--- src/rtl/pulse_gen_1us_1ms_1s.sv ---
// Time-base generator: divides mclk into 1us/1ms/1s strobes and exports
// running usec/msec/sec counts for timestamping.
module pulse_gen_1us_1ms_1s #(
  parameter int unsigned SEC_W     = 32,
  // Ticks per ms and ms per s; 1000 in silicon, may be shrunk to exercise wraps.
  parameter int unsigned UNITS_PER = 1000
) (
  input  logic             mclk,
  input  logic             reset,
  input  logic             cfg_pulse_enb,
  input  logic             cfg_pulse_restart,
  input  logic [9:0]       cfg_pulse_1us,
  output logic             pulse_1us,
  output logic             pulse_1ms,
  output logic             pulse_1s,
  output logic [9:0]       cur_usec,
  output logic [9:0]       cur_msec,
  output logic [SEC_W-1:0] cur_sec
);

  localparam int unsigned CNT_W = 10;
  localparam logic [CNT_W-1:0] LAST = CNT_W'(UNITS_PER - 1);

  logic [CNT_W-1:0] div_cnt_q, div_cnt_d;
  logic [CNT_W-1:0] cur_usec_q, cur_usec_d;
  logic [CNT_W-1:0] cur_msec_q, cur_msec_d;
  logic [SEC_W-1:0] cur_sec_q, cur_sec_d;
  logic             pulse_1us_q, pulse_1us_d;
  logic             pulse_1ms_q, pulse_1ms_d;
  logic             pulse_1s_q, pulse_1s_d;
  logic             hit_us_c, hit_ms_c, hit_s_c;

  // Divider compare and usec -> msec -> sec cascade; restart clears everything.
  always_comb begin
    div_cnt_d   = div_cnt_q;
    cur_usec_d  = cur_usec_q;
    cur_msec_d  = cur_msec_q;
    cur_sec_d   = cur_sec_q;
    pulse_1us_d = 1'b0;
    pulse_1ms_d = 1'b0;
    pulse_1s_d  = 1'b0;

    // >= lets a lowered divisor wrap immediately instead of running to 1023.
    hit_us_c = cfg_pulse_enb & (div_cnt_q >= cfg_pulse_1us);
    hit_ms_c = hit_us_c & (cur_usec_q == LAST);
    hit_s_c  = hit_ms_c & (cur_msec_q == LAST);

    if (cfg_pulse_restart) begin
      div_cnt_d  = '0;
      cur_usec_d = '0;
      cur_msec_d = '0;
      cur_sec_d  = '0;
    end else begin
      if (hit_us_c) begin
        div_cnt_d  = '0;
        cur_usec_d = (cur_usec_q == LAST) ? '0 : cur_usec_q + CNT_W'(1);
      end else if (cfg_pulse_enb) begin
        div_cnt_d = div_cnt_q + CNT_W'(1);
      end
      if (hit_ms_c) begin
        cur_msec_d = (cur_msec_q == LAST) ? '0 : cur_msec_q + CNT_W'(1);
      end
      if (hit_s_c) begin
        cur_sec_d = cur_sec_q + SEC_W'(1);
      end
      pulse_1us_d = hit_us_c;
      pulse_1ms_d = hit_ms_c;
      pulse_1s_d  = hit_s_c;
    end
  end

  // State registers with synchronous active-high reset.
  always_ff @(posedge mclk) begin
    if (reset) begin
      div_cnt_q   <= '0;
      cur_usec_q  <= '0;
      cur_msec_q  <= '0;
      cur_sec_q   <= '0;
      pulse_1us_q <= 1'b0;
      pulse_1ms_q <= 1'b0;
      pulse_1s_q  <= 1'b0;
    end else begin
      div_cnt_q   <= div_cnt_d;
      cur_usec_q  <= cur_usec_d;
      cur_msec_q  <= cur_msec_d;
      cur_sec_q   <= cur_sec_d;
      pulse_1us_q <= pulse_1us_d;
      pulse_1ms_q <= pulse_1ms_d;
      pulse_1s_q  <= pulse_1s_d;
    end
  end

  assign pulse_1us = pulse_1us_q;
  assign pulse_1ms = pulse_1ms_q;
  assign pulse_1s  = pulse_1s_q;
  assign cur_usec  = cur_usec_q;
  assign cur_msec  = cur_msec_q;
  assign cur_sec   = cur_sec_q;

endmodule

--- config.mk ---
export PLATFORM = sky130hd
export DESIGN_NAME = pulse_gen_1us_1ms_1s
export DESIGN_NICKNAME = d
export VERILOG_FILES = /design/src/rtl/pulse_gen_1us_1ms_1s.sv
export SDC_FILE = /design/constraint.sdc
export NUM_CORES = 1
export LEC_CHECK = 0
export BUFFER_PORTS_ARGS = -buffer_cell sky130_fd_sc_hd__buf_4
export CORE_MARGIN = 3
export CORE_UTILIZATION = 35
export CTS_CLUSTER_SIZE = 30
export DETAILED_ROUTE_END_ITERATION = 12
export HOLD_SLACK_MARGIN = 0.12
export SYNTH_ARGS = -nofsm -noshare
export SYNTH_HDL_FRONTEND = slang
export SYNTH_SLANG_ARGS = --single-unit
--- constraint.sdc ---
create_clock -name mclk -period 4.3 [get_ports mclk]
set_input_delay 0 -clock mclk [delete_from_list [all_inputs] [get_ports mclk]]
set_output_delay 0 -clock mclk [all_outputs]
set_load 0.05 [all_outputs]
==> metrics, run 1 <==
Net Sw Frac between 20 and 25%; R2R depth 7; Required @ worst endpoint 4.56 ns; setup bufs post-CTS 0; cell taking the most area after synthesis dfxtp_1; TritonCTS clock tree built; initial antenna violation count 0; hold endpoint cur_usec[1]; post-DP HPWL approximately 6.3 mm; maximum vdd drop approximately 0.00018 V; RSZ-0062 raised after global routing false; Root Driver clkbuf_8; CTS Sinks 65; Most used DFF post-synth dfxtp_1; setup slack after layout between 1 and 1.5 ns; DRT Wirelength between 9 and 10 mm; Core Area slightly below 0.01 mm^2; post-layout minimum cycle time just over 3 ns; Mapped Cells between 400 and 500; Num CTS Buffers 9; Die ar. between 0.01 and 0.015 mm^2; DRC viols 0; top cells by area, synth dfxtp_1, nor2_1, ha_1, xnor2_1, a2111oi_2; count of flip-flops with a built-in enable after synthesis 0; wire per inst roughly 15 um; skew final 0.00755 ns; Crit Reg-Reg Startpoint div_cnt_q[7]; hold path cells 2; top-area cell type share of the netlist area a little under two fifths; sequential share of the synthesized area 36.7%; Max clock buf depth 2; #FFs+latches synth 65; Worst Setup Start Kind register; Via density ~5.3; cell internal pwr roughly 0.9 mW; HP Class register to register; Least-Margin Pin Slew 0.971 ns; crit end category register; Die Wd about 110 um; CTS H-tree lvls 3; most frequent cell after synthesis dfxtp_1; hold wc startpoint cur_usec[1]; Sequential Power Share 51.9%; net switching power approximately 0.26 mW; outcome complete, no violations; Max Slew Vio Count 0; synthesized cell area between 0.003 and 0.004 mm^2; fill count approximately 1000; initial DRC count 180; starting density of the core between 30% and 40%; Port Buffers 68; fraction of layout cells with a size suffix above 1 22.1%; RR Endpoint div_cnt_q[5]; Distinct cells, synth 53; Total Routing Usage GR between 15 and 20%; fin nets ~500; clk_lat worst skew around 0.34 ns; DIE HEIGHT 107 um; PD cells 265 mW/mm^2; first-pass GRT wire length ~16 mm; YS warnings 0; Site Rows 36; Seq. cell area 0.00130 mm^2; largest net degree at the start of global routing just under 50; top post-synthesis cells by count dfxtp_1, nor2_1, nand2_1, a21oi_1, xnor2_1; arrival time at the worst endpoint 3.34 ns; flop2flop setup slack approximately 1.2 ns; post-synthesis async set-or-reset flop share 0%; setup slack at placement roughly 1.3 ns; Top Ports between 60 and 70; final setup TNS 0 ns; GRT overflow 0; drt pass-1 iters 4; multi-input combinational cell area between 0.002 and 0.0025 mm^2; Syn Nets about 430; post_cts resized 0; synthesized area per cell approximately 8.7 um^2; Synth-to-Final Area Change 23.9%; # diodes 0; Comb power frac roughly 3.4%; Leak 1.60 nW; Crit Path Class register to register; proportion of power drawn by the clock network around 45%; gpl congestion 0.815; Worst-path clk slew around 0.070 ns; Max-Cap Viols 0; Critical Path Fanout Max 16; Final period util a little under three quarters; setup violators final 0; vias in the first global route 3187; Fin. Hold Viols 0; Rel. slew slack between 30% and 40%; DR vias ~3200; antenna viol nets, final 0; Fmax achieved 0.325 GHz
==> registers in the layout (all words and copies together) (netlist names) <==
register and count:
pulse_1ms 1, pulse_1us 1, div_cnt_q 10, cur_msec 10
cur_sec 32, pulse_1s 1, cur_usec 10
==> per-layer routing <==
layer	routed length, um	part of all wire, %	vias up	track usage (%)
met5	0	0	-	0
met4	111	1.2	0	5.75
met3	418	4.6	10	3.85
met2	4440	49	60	27.3
met1	4140	45	1554	21.7
li1	-	-	1614	-
==> critical path, stage by stage (launching register included) <==
cell and delay (ns):
dfxtp_1 0.33, ha_1 0.29, a211oi_1 0.26, nor2_1 0.10, or3_1 0.54, o21ai_1 0.80
nand2_1 0.46, nor2_1 0.21
==> logic make-up (layout without fill, tap and decap cells) <==
| group | Yosys count | count (layout) | share of synthesized area, % |
|---|---|---|---|
| buffers and inverters | 36 | 109 | 4.31 |
| XOR/XNOR | 36 | 36 | 8.90 |
| AND/OR/NAND/NOR | 167 | 167 | 25.6 |
| adder cells (fa/ha/maj) | 14 | 14 | 4.94 |
| multiplexers | 2 | 2 | 0.565 |
| AO/OA/AOI/OAI | 86 | 86 | 19.0 |
| flip-flops | 65 | 65 | 36.7 |
==> layout make-up <==
type	instances	share of cell area, %
Multi-Input combinational cell	305	47.7
Sequential cell	65	29.6
Timing Repair Buffer	75	13.0
Tap cell	133	3.79
Clock buffer	13	3.39
Inverter	18	1.54
Clock inverter	3	0.911
==> metrics by stage <==
step	utilization, %	power, mW	hold slack [ns]	instances	area (um^2)
2_1_floorplan	-	0.638	0.187	406	3540
3_3_place_gp	42.4	0.654	0.404	592	4160
3_5_place_dp	42.4	0.654	0.401	592	4160
4_1_cts	44.7	1.18	0.495	612	4390
5_1_grt	44.7	1.21	0.527	612	4390
6_report	44.7	1.16	0.493	612	4390
==> power by group through the flow <==
stage          logic [mW]  clock network, mW  registers (mW)
5_1_grt            0.0439              0.559           0.603
2_1_floorplan      0.0208                  0           0.617
4_1_cts            0.0403              0.536           0.603
3_5_place_dp       0.0368                  0           0.617
6_report           0.0398              0.520           0.603
3_3_place_gp       0.0366                  0           0.617
==> worst max-delay path by stage <==
stage	slack (ns)	endpoint	cells past startpoint	startpoint
finish	1.22	div_cnt_q[5]	7	div_cnt_q[7]
global route	0.89	div_cnt_q[6]	7	div_cnt_q[7]
CTS	1.24	div_cnt_q[5]	7	div_cnt_q[7]
detailed placement	1.26	div_cnt_q[5]	7	div_cnt_q[7]
global placement	1.40	div_cnt_q[7]	7	div_cnt_q[7]
floorplan	1.84	cur_sec[15]	8	cur_msec[0]
==> cell usage in the layout (no fill, tap or decap), types with 6 or more instances in the layout <==
| master | n |
|---|---|
| a2111oi_2 | 11 |
| a21oi_1 | 21 |
| and2_1 | 6 |
| and3_1 | 8 |
| and4_1 | 8 |
| buf_4 | 71 |
| clkbuf_8 | 10 |
| dfxtp_1 | 65 |
| ha_1 | 14 |
| inv_1 | 18 |
| nand2_1 | 29 |
| nand3_1 | 16 |
| nand4_1 | 11 |
| nor2_1 | 53 |
| o211ai_1 | 8 |
| o21ai_0 | 13 |
| o21ai_1 | 6 |
| or3_1 | 11 |
| or4_1 | 6 |
| xnor2_1 | 20 |
| xor2_1 | 16 |
==> timing repair <==
item,in CTS,in global routing
hold buffers,4,0
endpoints found under the setup margin,0,0
endpoints found under the hold margin,8,0
Note: power is estimated with default switching activity, not from simulation.
==> run 2, diff against run 1 <==
- clock period: 4.3 -> 3.2 ns (I/O delays scaled with it)
==> run 2 against run 1 <==
Non-clock buffer count up 2. Die area is the same. Hold slack improved by 0.0061 ns. Design area down 0.17%. Fmax up 20%. Power is 27% higher. Critical path type unchanged. Critical endpoint is now cur_usec[5].
==> metrics, run 2 (synthesis results as in run 1) <==
most frequent cells in the layout buf_4, dfxtp_1, nor2_1, nand2_1, a21oi_1; Via density 5.27 (-0.43%); Num CTS Buffers 9 (unchanged); DRT Wirelength 8.90 mm (-2.4%); skew final 0.00974 ns (+0.00220 ns); CTS Sinks 65 (unchanged); Least-Margin Pin Slew 0.953 ns (-0.0186 ns); GR Util met2 25.4% (-1.9 points); arrival time at the worst endpoint 2.84 ns (-0.50 ns); Most Used Layer, Global Route met2; max reg flops 32 (unchanged); fin nets 504 (+0.40%); starting density of the core 36.1% (unchanged); TritonCTS clock tree built; Port Buffers 68 (unchanged); outcome complete, no violations; GR Util met3 3.97% (+0.12 points); Fin. Hold Viols 0 (unchanged); wire per inst 14.5 um (-2.4%); PD cells 338 mW/mm^2 (+28%); Die Wd 107 um (unchanged); post_cts resized 0 (unchanged); Total Routing Usage GR 16.1% (-0.58 points); Worst Setup Start Kind register; Core Area 0.00982 mm^2 (unchanged); Fmax achieved 0.389 GHz (+20%); final setup TNS 0 ns (unchanged); Max-Cap Viols 0 (unchanged); post-DP HPWL 6.33 mm (about the same); Top Ports 69 (unchanged); largest net degree at the start of global routing 49 (unchanged); first-pass GRT wire length 15.0 mm (-3.6%); clk_lat worst skew 0.34 ns (about the same); Rel. slew slack 36.5% (+1.2 points); Site Rows 36 (unchanged); drt pass-1 iters 4 (unchanged); post-layout minimum cycle time 2.57 ns (-0.506 ns); Critical Path Fanout Max 16 (unchanged); setup slack after layout 0.628 ns (-0.594 ns); RSZ-0062 raised after global routing false; HP Class register to register; Power, Total 1.48 mW (+27%); vias in the first global route 3087 (-3.1%); Synth-to-Final Area Change 23.7%; Worst-path clk slew 0.07 ns (about the same); Crit Path Class register to register; Root Driver clkbuf_8; met1 Usage GRT 21.8% (+0.083 points); Max Slew Vio Count 0 (unchanged); crit end category register; setup slack at placement 0.633 ns (-0.629 ns); GRT overflow 0 (unchanged); commonest non-fill, non-tap cell in the layout buf_4; initial antenna violation count 0 (unchanged); CTS H-tree lvls 3 (unchanged); initial DRC count 74 (-59%); antenna viol nets, final 0 (unchanged); setup violators final 0 (unchanged); DR vias 3224 (-0.43%); DIE HEIGHT 107 um (unchanged); Final period util 80.4% (+8.8 points); Required @ worst endpoint 3.47 ns (-1.09 ns); Leak 1.60 nW (about the same); Max clock buf depth 2 (unchanged); Die ar. 0.0114 mm^2 (unchanged); gpl congestion 0.793 (-2.7%); maximum vdd drop 0.000213 V (+16%); fraction of layout cells with a size suffix above 1 23.0% (+0.84 points); DRC viols 0 (unchanged); # diodes 0 (unchanged)
-- run 2: changes by cell type in the layout (fill, tap and decap cells not counted), sizes merged --
cell,change
buf,+3
bufinv,-1
dlygate4sd3,-1
clkinvlp,+1
clkbuf,-2
-- run 2: routing by layer --
layer  wire length (um)  part of all wire [%]  vias up
li1                   -                     -     1620
met5                  0                     0        -
met4                106                   1.2        0
met2               4120                    46       71
met1               4280                    48     1523
met3                400                   4.5       10
-- run 2: timing repair --
item / CTS / global route
endpoints found under the setup margin: 0 / 0
setup buffers: 0 / 0
hold endpoints to repair: 10 / 0
hold buffers: 3 / 0
-- run 2: final timing paths --
| kind | startpoint | to | slack (ns) | cells past startpoint |
|---|---|---|---|---|
| worst min-delay path | cur_msec[1] | cur_msec[1] | 0.50 | 2 |
| worst max register to register | div_cnt_q[4] | cur_usec[5] | 0.63 | 8 |
| worst max-delay path | div_cnt_q[4] | cur_usec[5] | 0.63 | 8 |
| worst min register to register | cur_msec[1] | cur_msec[1] | 0.50 | 2 |
-- run 2: stage by stage --
stage                     util, %  hold WS (ns)  std cells  area (um^2)
after floorplan                 -         0.187        406         3540
after global placement       42.6         0.401        595         4190
after detailed placement     42.6         0.406        595         4190
after CTS                    44.7         0.498        612         4390
after global routing         44.7         0.530        612         4390
final                        44.7         0.499        612         4390
-- run 2: report_power, final --
| part | internal, mW | switching (mW) | leakage (nW) |
|---|---|---|---|
| Clock | 0.312 | 0.306 | 0.0871 |
| Sequential | 0.809 | 0.00126 | 0.523 |
| Combinational | 0.0221 | 0.0305 | 0.989 |
-- run 2: final cells by class --
class                   count  area, um^2
fillers                  1024        5430
multi-input cells         305        2100
well taps                 133         166
repair buffers             77         586
inverters                  18        67.6
flip-flops and latches     65        1300
clock inverters             3        17.5
clock buffers              11         151
-- run 2: worst max-delay path, stage by stage (launching register included) --
cell and delay (ns):
dfxtp_1 0.36, ha_1 0.32, a21oi_1 0.07, a211oi_1 0.35
or3_1 0.43, o21ai_1 0.10, buf_4 0.19, or4_1 0.51
a21oi_1 0.16
